## src/rtl/riscv_pkg.sv

```systemverilog
// riscv_pkg: shared datapath sizing for the register file and its writeback logic.
package riscv_pkg;
    localparam int XLEN       = 32;
    localparam int NREG       = 32;
    localparam int REG_ADDR_W = $clog2(NREG);
endpackage

```

## src/rtl/wb_regfile_if.sv

```systemverilog
// wb_regfile_if: writeback/read bundle between the pipeline (master) and the register file (slave).
interface wb_regfile_if #(parameter int XLEN = riscv_pkg::XLEN);
    logic [XLEN-1:0] aluResult;
    logic [XLEN-1:0] memData;
    logic [4:0]      rd;
    logic            MemtoReg;
    logic            RegWrite;
    logic [4:0]      rs1;
    logic [4:0]      rs2;
    logic [XLEN-1:0] rdata1;
    logic [XLEN-1:0] rdata2;
    logic [XLEN-1:0] wbData;
    logic            wbValid;
    logic [31:0]     wrCount;
    modport master (
        output aluResult, memData, rd, MemtoReg, RegWrite, rs1, rs2,
        input  rdata1, rdata2, wbData, wbValid, wrCount
    );
    modport slave (
        input  aluResult, memData, rd, MemtoReg, RegWrite, rs1, rs2,
        output rdata1, rdata2, wbData, wbValid, wrCount
    );
endinterface

```

## src/rtl/regfile_mem.sv

```systemverilog
// regfile_mem: NREG x XLEN storage, one write port, two asynchronous read ports; x0 reads as zero.
module regfile_mem #(
    parameter int XLEN = riscv_pkg::XLEN,
    parameter int NREG = riscv_pkg::NREG,
    parameter int AW   = riscv_pkg::REG_ADDR_W
) (
    input  logic            clk,
    input  logic            rst_n,
    input  logic            we_i,
    input  logic [AW-1:0]   waddr_i,
    input  logic [XLEN-1:0] wdata_i,
    input  logic [AW-1:0]   raddr1_i,
    input  logic [AW-1:0]   raddr2_i,
    output logic [XLEN-1:0] rdata1_o,
    output logic [XLEN-1:0] rdata2_o
);
    logic [XLEN-1:0] regs_q [NREG];
    always_ff @(posedge clk or negedge rst_n) begin
        if (!rst_n) regs_q <= '{default: '0};
        else if (we_i && waddr_i != '0) regs_q[waddr_i] <= wdata_i;
    end
    assign rdata1_o = (raddr1_i == '0) ? '0 : regs_q[raddr1_i];
    assign rdata2_o = (raddr2_i == '0) ? '0 : regs_q[raddr2_i];
endmodule

```

## src/rtl/wb_regfile.sv

```systemverilog
// wb_regfile: writeback mux, register file and committed-write counter.
// Define WB_REGFILE_BYPASS_EN for write-before-read forwarding on same-cycle index matches.
module wb_regfile #(
    parameter int XLEN = riscv_pkg::XLEN,
    parameter int NREG = riscv_pkg::NREG
) (
    input logic         clk,
    input logic         reset,
    wb_regfile_if.slave bus
);
    localparam int AW = $clog2(NREG);
    logic [XLEN-1:0] wb_data, mem_rd1, mem_rd2;
    logic            wb_valid;
    logic [31:0]     wr_count_q, wr_count_d;
    assign wb_data  = bus.MemtoReg ? bus.memData : bus.aluResult;
    assign wb_valid = bus.RegWrite && (bus.rd != 5'd0);
    regfile_mem #(.XLEN(XLEN), .NREG(NREG), .AW(AW)) u_mem (
        .clk      (clk),
        .rst_n    (reset),
        .we_i     (wb_valid),
        .waddr_i  (bus.rd[AW-1:0]),
        .wdata_i  (wb_data),
        .raddr1_i (bus.rs1[AW-1:0]),
        .raddr2_i (bus.rs2[AW-1:0]),
        .rdata1_o (mem_rd1),
        .rdata2_o (mem_rd2)
    );
`ifdef WB_REGFILE_BYPASS_EN
    // wb_valid already excludes rd==0, so x0 never picks up forwarded data
    assign bus.rdata1 = (wb_valid && bus.rs1 == bus.rd) ? wb_data : mem_rd1;
    assign bus.rdata2 = (wb_valid && bus.rs2 == bus.rd) ? wb_data : mem_rd2;
`else
    assign bus.rdata1 = mem_rd1;
    assign bus.rdata2 = mem_rd2;
`endif
    assign wr_count_d = wb_valid ? wr_count_q + 32'd1 : wr_count_q;
    always_ff @(posedge clk or negedge reset) begin
        if (!reset) wr_count_q <= '0;
        else wr_count_q <= wr_count_d;
    end
    assign bus.wbData  = wb_data;
    assign bus.wbValid = wb_valid;
    assign bus.wrCount = wr_count_q;
endmodule

```

## src/flat_wrapper.sv

```systemverilog
// flat-port wrapper written by rule: the top's interface ports become plain ports
module wb_regfile_flat 
#(
    parameter int XLEN = riscv_pkg::XLEN,
    parameter int NREG = riscv_pkg::NREG
)
  (clk, reset, bus_aluResult, bus_memData, bus_rd, bus_MemtoReg, bus_RegWrite, bus_rs1, bus_rs2, bus_rdata1, bus_rdata2, bus_wbData, bus_wbValid, bus_wrCount);
  wb_regfile_if #(.XLEN(XLEN)) bus_i ();
  input logic clk;
  input logic reset;
  input wire logic [$bits(bus_i.aluResult)-1:0] bus_aluResult;
  input wire logic [$bits(bus_i.memData)-1:0] bus_memData;
  input wire logic [$bits(bus_i.rd)-1:0] bus_rd;
  input wire logic [$bits(bus_i.MemtoReg)-1:0] bus_MemtoReg;
  input wire logic [$bits(bus_i.RegWrite)-1:0] bus_RegWrite;
  input wire logic [$bits(bus_i.rs1)-1:0] bus_rs1;
  input wire logic [$bits(bus_i.rs2)-1:0] bus_rs2;
  output wire logic [$bits(bus_i.rdata1)-1:0] bus_rdata1;
  output wire logic [$bits(bus_i.rdata2)-1:0] bus_rdata2;
  output wire logic [$bits(bus_i.wbData)-1:0] bus_wbData;
  output wire logic [$bits(bus_i.wbValid)-1:0] bus_wbValid;
  output wire logic [$bits(bus_i.wrCount)-1:0] bus_wrCount;
  assign bus_i.aluResult = bus_aluResult;
  assign bus_i.memData = bus_memData;
  assign bus_i.rd = bus_rd;
  assign bus_i.MemtoReg = bus_MemtoReg;
  assign bus_i.RegWrite = bus_RegWrite;
  assign bus_i.rs1 = bus_rs1;
  assign bus_i.rs2 = bus_rs2;
  assign bus_rdata1 = bus_i.rdata1;
  assign bus_rdata2 = bus_i.rdata2;
  assign bus_wbData = bus_i.wbData;
  assign bus_wbValid = bus_i.wbValid;
  assign bus_wrCount = bus_i.wrCount;
  wb_regfile #(.XLEN(XLEN), .NREG(NREG)) u_core (.clk(clk), .reset(reset), .bus(bus_i));
endmodule
```

## config.mk

```make
export PLATFORM = sky130hd
export DESIGN_NAME = wb_regfile_flat
export DESIGN_NICKNAME = d
export VERILOG_FILES = /design/src/rtl/riscv_pkg.sv /design/src/rtl/wb_regfile_if.sv /design/src/rtl/regfile_mem.sv /design/src/rtl/wb_regfile.sv /design/src/flat_wrapper.sv
export SDC_FILE = /design/constraint.sdc
export NUM_CORES = 2
export LEC_CHECK = 0
export ABC_AREA = 1
export BUFFER_PORTS_ARGS = -buffer_cell sky130_fd_sc_hd__buf_2
export CAP_MARGIN = 5
export CORE_AREA = 2 2 394 435
export DETAILED_ROUTE_END_ITERATION = 12
export DIE_AREA = 0 0 396 437
export PLACE_DENSITY_LB_ADDON = 0.08
export SLEW_MARGIN = 25
export SYNTH_ARGS = -nofsm -noshare
export SYNTH_HDL_FRONTEND = slang
export SYNTH_SLANG_ARGS = --single-unit
```

## constraint.sdc

```tcl
create_clock -name clk -period 1.7 [get_ports clk]
set_input_delay 0.17 -clock clk [delete_from_list [all_inputs] [get_ports clk]]
set_output_delay 0.17 -clock clk [all_outputs]
set_load 0.03 [all_outputs]
```

Yosys cells after proc, flatten, opt, wreduce, memory -nomap -nowiden:

Cells that the tools add are included.
W data, S select, Z words.

* register bits: 1056
* output and inout bits: 129
* logic and storage cells: 59

* bitwise operators: 3
* reduce and logical (&&, ||, !) cells: 6
* add/subtract/negate cells: 1
* order comparisons: 4
* muxes and demuxes: 12

Operators with widths (number)
* $bwmux W1024: 1
* $bmux W32 S5: 2
* $mux W32: 8
* $demux W32 S5: 1
* $add A32 B1 Y32 const B: 1
* $ge A6 B6 Y1 const B: 3
* $not A5 Y6: 3
* $logic_not A5 Y1: 2
* $lt A6 B1 Y1 const B: 1
* $reduce_bool A5 Y1: 1
* $logic_and A1 B1 Y1: 3

Depth between registers and ports, before layout:

* word-level depth: 6
* depth in mapped cells: 13
* depth with buffers taken out: 10

Modules after synthesis:

Synthesis repeated with hierarchy kept, for this count alone.

* cells, all modules: 8616
* area total of the unflattened synthesis: 59308.1 um2

By module, submodules not included
* regfile_mem: cells each 8327, area each 57004.7 um2, instances 1
* wb_regfile: cells each 289, area each 2303.5 um2, instances 1

Least setup slack after synthesis:

No wires, ideal clock.

* path type: input to output
* from: input bus_rs1[0]
* to: output bus_rdata1[21]
* required time: 1530 ps
* path slack: -188 ps
* arrival: 1718 ps
* stages: 11
* buffers on the path: 4
* cells stage by stage: buf_4 buf_6 inv_2 buf_2 clkbuf_1 nand2_1 a21oi_1 nor2_1 nand2_1 nand2_1 nor2_1

* longest elaborated chain between the ends: 5

RTL lines
* start, declared: RTL line flat_wrapper.sv:16 `input wire logic [$bits(bus_i.rs1)-1:0] bus_rs1;`
* $not A5 Y6 (implied by the code): RTL line regfile_mem.sv:22 `assign rdata1_o = (raddr1_i == '0) ? '0 : regs_q[raddr1_i];`
* $bmux W32 S5: RTL line regfile_mem.sv:22
* $mux W32 (implied by the code) (2 in a row): RTL line regfile_mem.sv:22
* $mux W32 (*): RTL line regfile_mem.sv:22
* end, declared: RTL line flat_wrapper.sv:18 `output wire logic [$bits(bus_i.rdata1)-1:0] bus_rdata1;`

Every way passes the cells marked *; elsewhere a longest branch is shown, timed or not. The select of a mux whose other input is x is not followed.

Worst setup path after layout:

* from: register u_core.u_mem.regs_q[924] in the netlist's numbering
* to: output bus_rdata1[28]

* longest elaborated chain between the ends: 4

RTL lines
* start, declared: RTL line regfile_mem.sv:17 `logic [XLEN-1:0] regs_q [NREG];`
* start signal, assigned by index: RTL line regfile_mem.sv:20 `else if (we_i && waddr_i != '0) regs_q[waddr_i] <= wdata_i;`
* $bmux W32 S5: RTL line regfile_mem.sv:22
* $mux W32 (implied by the code) (2 in a row): RTL line regfile_mem.sv:22
* $mux W32: RTL line regfile_mem.sv:22

No other way between the ends. The select of a mux whose other input is x is not followed.

==> results.sh <==
export IMPL_syn_nets=8678
export IMPL_port_buffers=211
export IMPL_grt_pass1_wl_um=384700
export IMPL_ys_types=27
export IMPL_initial_core_util_pct=34.95
export IMPL_cp_end_kind="output port"
export IMPL_grt_pass1_vias=58350
export IMPL_routabilityCongestion=0.8698
export IMPL_root_buffer="clkbuf_16"
export IMPL_drive_gt1_share_pct=19.41
export IMPL_fin_crit_ns=2.286
export IMPL_clockBufferDepth=3
export IMPL_crit_arrival_ns=2.12
export IMPL_worst_skew_pair_late_latency_ns=0.78
export IMPL_die_h_um=437
export IMPL_drt_total_wl_um=259200
export IMPL_max_slew_margin_pct=57.07
export IMPL_critical_path_class="flop to output port"
export IMPL_outcome="complete, but fails checks"
export IMPL_ioPinCount=212
export IMPL_drt_initial_drc_count=6008
export IMPL_tns_ns=-31.39
export IMPL_ys_seq_area_share_pct=44.94
export IMPL_ys_ff_latch=1056
export IMPL_violations="negative setup slack"
export IMPL_yosys_area_top_type="dfrtp_1"
export IMPL_period_share_pct=134.5
export IMPL_leakagePower_nw=35.42
export IMPL_vdd_drop_max_mv=1.164
export IMPL_core_area_mm2=0.1682
export IMPL_via_per_inst=5.402
export IMPL_htreeDepth=4
export IMPL_synthTopCellsByArea="dfrtp_1 45%, nand2_1 18%, nand3_1 11%"
export IMPL_place_hpwl_um=167500
export IMPL_hold_class="primary input to flop"
export IMPL_ys_warn_count=0
export IMPL_final_common_cell="nand2_1"
export IMPL_setup_slack_ns=-0.5863
export IMPL_syn_area_per_cell_um2=6.843
export IMPL_numCtsBuffers=133
export IMPL_num_vias=61300
export IMPL_crit_slowest_cell="dfrtp_1"
export IMPL_syn_area_mm2=0.05881
export IMPL_start_kind="flop"
export IMPL_crit_chain="a21oi_1 > o21ai_0 > nand3_1 > nand3_2 > nor2_4 > nor2_4 > buf_6"
export IMPL_synthCells=8594
export IMPL_async_flop_share_pct=100.0
export IMPL_drc_errors=0
export IMPL_layout_nets=9087
export IMPL_final_cell_mix="2,621 x nand2_1, 1,172 x nand3_1, 1,051 x dfrtp_1"
export IMPL_antenna_left=0
export IMPL_syn2layout_area_growth_pct=30.65
export IMPL_hold_viol=0
export IMPL_wl_per_cell_um=22.84
export IMPL_crit_path_start="u_core.u_mem.regs_q[924]"
export IMPL_synth_top_area_share_pct=44.94
export IMPL_finalInstanceArea_mm2=0.07683
export IMPL_fillers=16870
export IMPL_drt_first_pass_iters=7
export IMPL_stdcell_count=11350
export IMPL_crit_fanout=3
export IMPL_rr_startpoint="u_core.u_mem.regs_q[845]"
export IMPL_row_count=158
export IMPL_powerDensity_mw_per_mm2=1129
export IMPL_worstMarginPinSlew_ns=0.6440
export IMPL_final_util_pct=45.67
export IMPL_path_clk_slew_ns=0.06
export IMPL_worst_ep_required_time_ns=1.53
export IMPL_grt_antenna_before_repair=3
export IMPL_total_power_mw=86.71
export IMPL_setup_viol=65
export IMPL_die_area_mm2=0.1731
export IMPL_dpl_instance_area_mm2=0.06893
export IMPL_grt_overflow=0
export IMPL_synth_edf_count=0
export IMPL_crit_top_cell="nor2_4"
export IMPL_grt_use_total_pct=29.41
export IMPL_max_stage_delay_ns=0.41
export IMPL_min_from="bus_aluResult[6]"
export IMPL_grt_start_max_net_pins=80
export IMPL_cts_sinks=1056
export IMPL_rrSetupSlack_ns=-0.19
export IMPL_drv_slew=0
export IMPL_grt_setup_unrepaired="true"
export IMPL_dp_cells=10980
export IMPL_die_w_um=396
export IMPL_cap_viol_max_count=0
export IMPL_fin_skew_ns=0.01296
export IMPL_max_freq_ghz=0.4374
export IMPL_cts_tree="built"
export IMPL_synth_flop_cell="dfrtp_1"
cells by family (layout without fill, tap and decap cells):
kind of cell	after synthesis	after routing	share of synthesized area, %
simple gates	5072	5072	35.48
compound gates	1434	1434	12.44
flops	1056	1056	44.94
buf+inv	1013	1523	6.849
xor+xnor	18	18	0.2681
fa+ha+maj	1	1	0.02127
other cells	0	3	0
stage by stage:
stage | hold WS, ns | worst slack, ns
2_1_floorplan | -0.1256 | 0.001428
3_3_place_gp | 0.1454 | -0.4658
3_5_place_dp | 0.1476 | -0.4227
4_1_cts | 0.0006223 | -0.6289
5_1_grt | 0.04531 | -0.6764
6_report | 0.03643 | -0.5863
routing by layer:
layer,GRT usage [%],part of all wire [%]
met1,40.92,44
met2,46.55,46
met3,4.142,6.7
met4,10.42,3.4
met5,0,0
what timing repair did:
item / 4_1_cts / 5_1_grt
gates resized for setup: 462 / 315
hold endpoints to repair: 1267 / 10
hold buffers: 40 / 2
pin swaps: 317 / 347
setup buffers: 41 / 65
setup endpoints to repair: 76 / 74
synth_stat cells, types with 12 or more instances:
library cell,count
nand2_1,2772
nand3_1,1295
dfrtp_1,1056
nor2_1,940
a21oi_1,920
clkbuf_1,467
o21ai_0,438
inv_1,263
buf_2,171
buf_1,98
o211ai_1,50
nor2_2,23
o21ai_1,20
nor3_1,13
inv_2,12
nand4_1,12
flip-flops by register name (all words and copies together), names as in the netlist:
| register | count |
|---|---|
| u_core.bus.wrCount | 32 |
| u_core.u_mem.regs_q | 1024 |
worst paths after layout:
check,depth (start not counted),end
min in group asynchronous,3,u_core.u_mem.regs_q[5]
worst max-delay path,7,bus_rdata1[28]
worst min-delay path,6,u_core.u_mem.regs_q[742]
worst max register to register,15,u_core.u_mem.regs_q[845]
worst min register to register,0,u_core.u_mem.regs_q[995]
max in group asynchronous,3,u_core.u_mem.regs_q[432]
final cells by class:
type	count	area (um^2)	share of cell area (%)
diodes	3	7.507	0.009772
clock buffers	197	3976	5.176
clock inverters	39	500.5	0.6514
inverters	275	1075	1.399
multi-input cells	6525	30840	40.14
flip-flops and latches	1056	26430	34.40
well taps	2240	2803	3.648
repair buffers	1012	11190	14.57
where the power goes:
group / switching, mW / total (mW) / leakage, nW / internal [mW]
Combinational: 12.8 / 22.0 / 20.4 / 9.24
Sequential: 4.44 / 35.3 / 12.8 / 30.8
Clock: 11.9 / 29.5 / 2.19 / 17.6
critical path: cells and delay by family, from the launching register on:
family / cells / cell delay, ns
AO/OA/AOI/OAI: 2 / 0.24
flip-flops: 1 / 0.41
buffers and inverters: 1 / 0.14
AND/OR/NAND/NOR: 4 / 0.53
No activity file was read; power rests on OpenSTA's default activity.
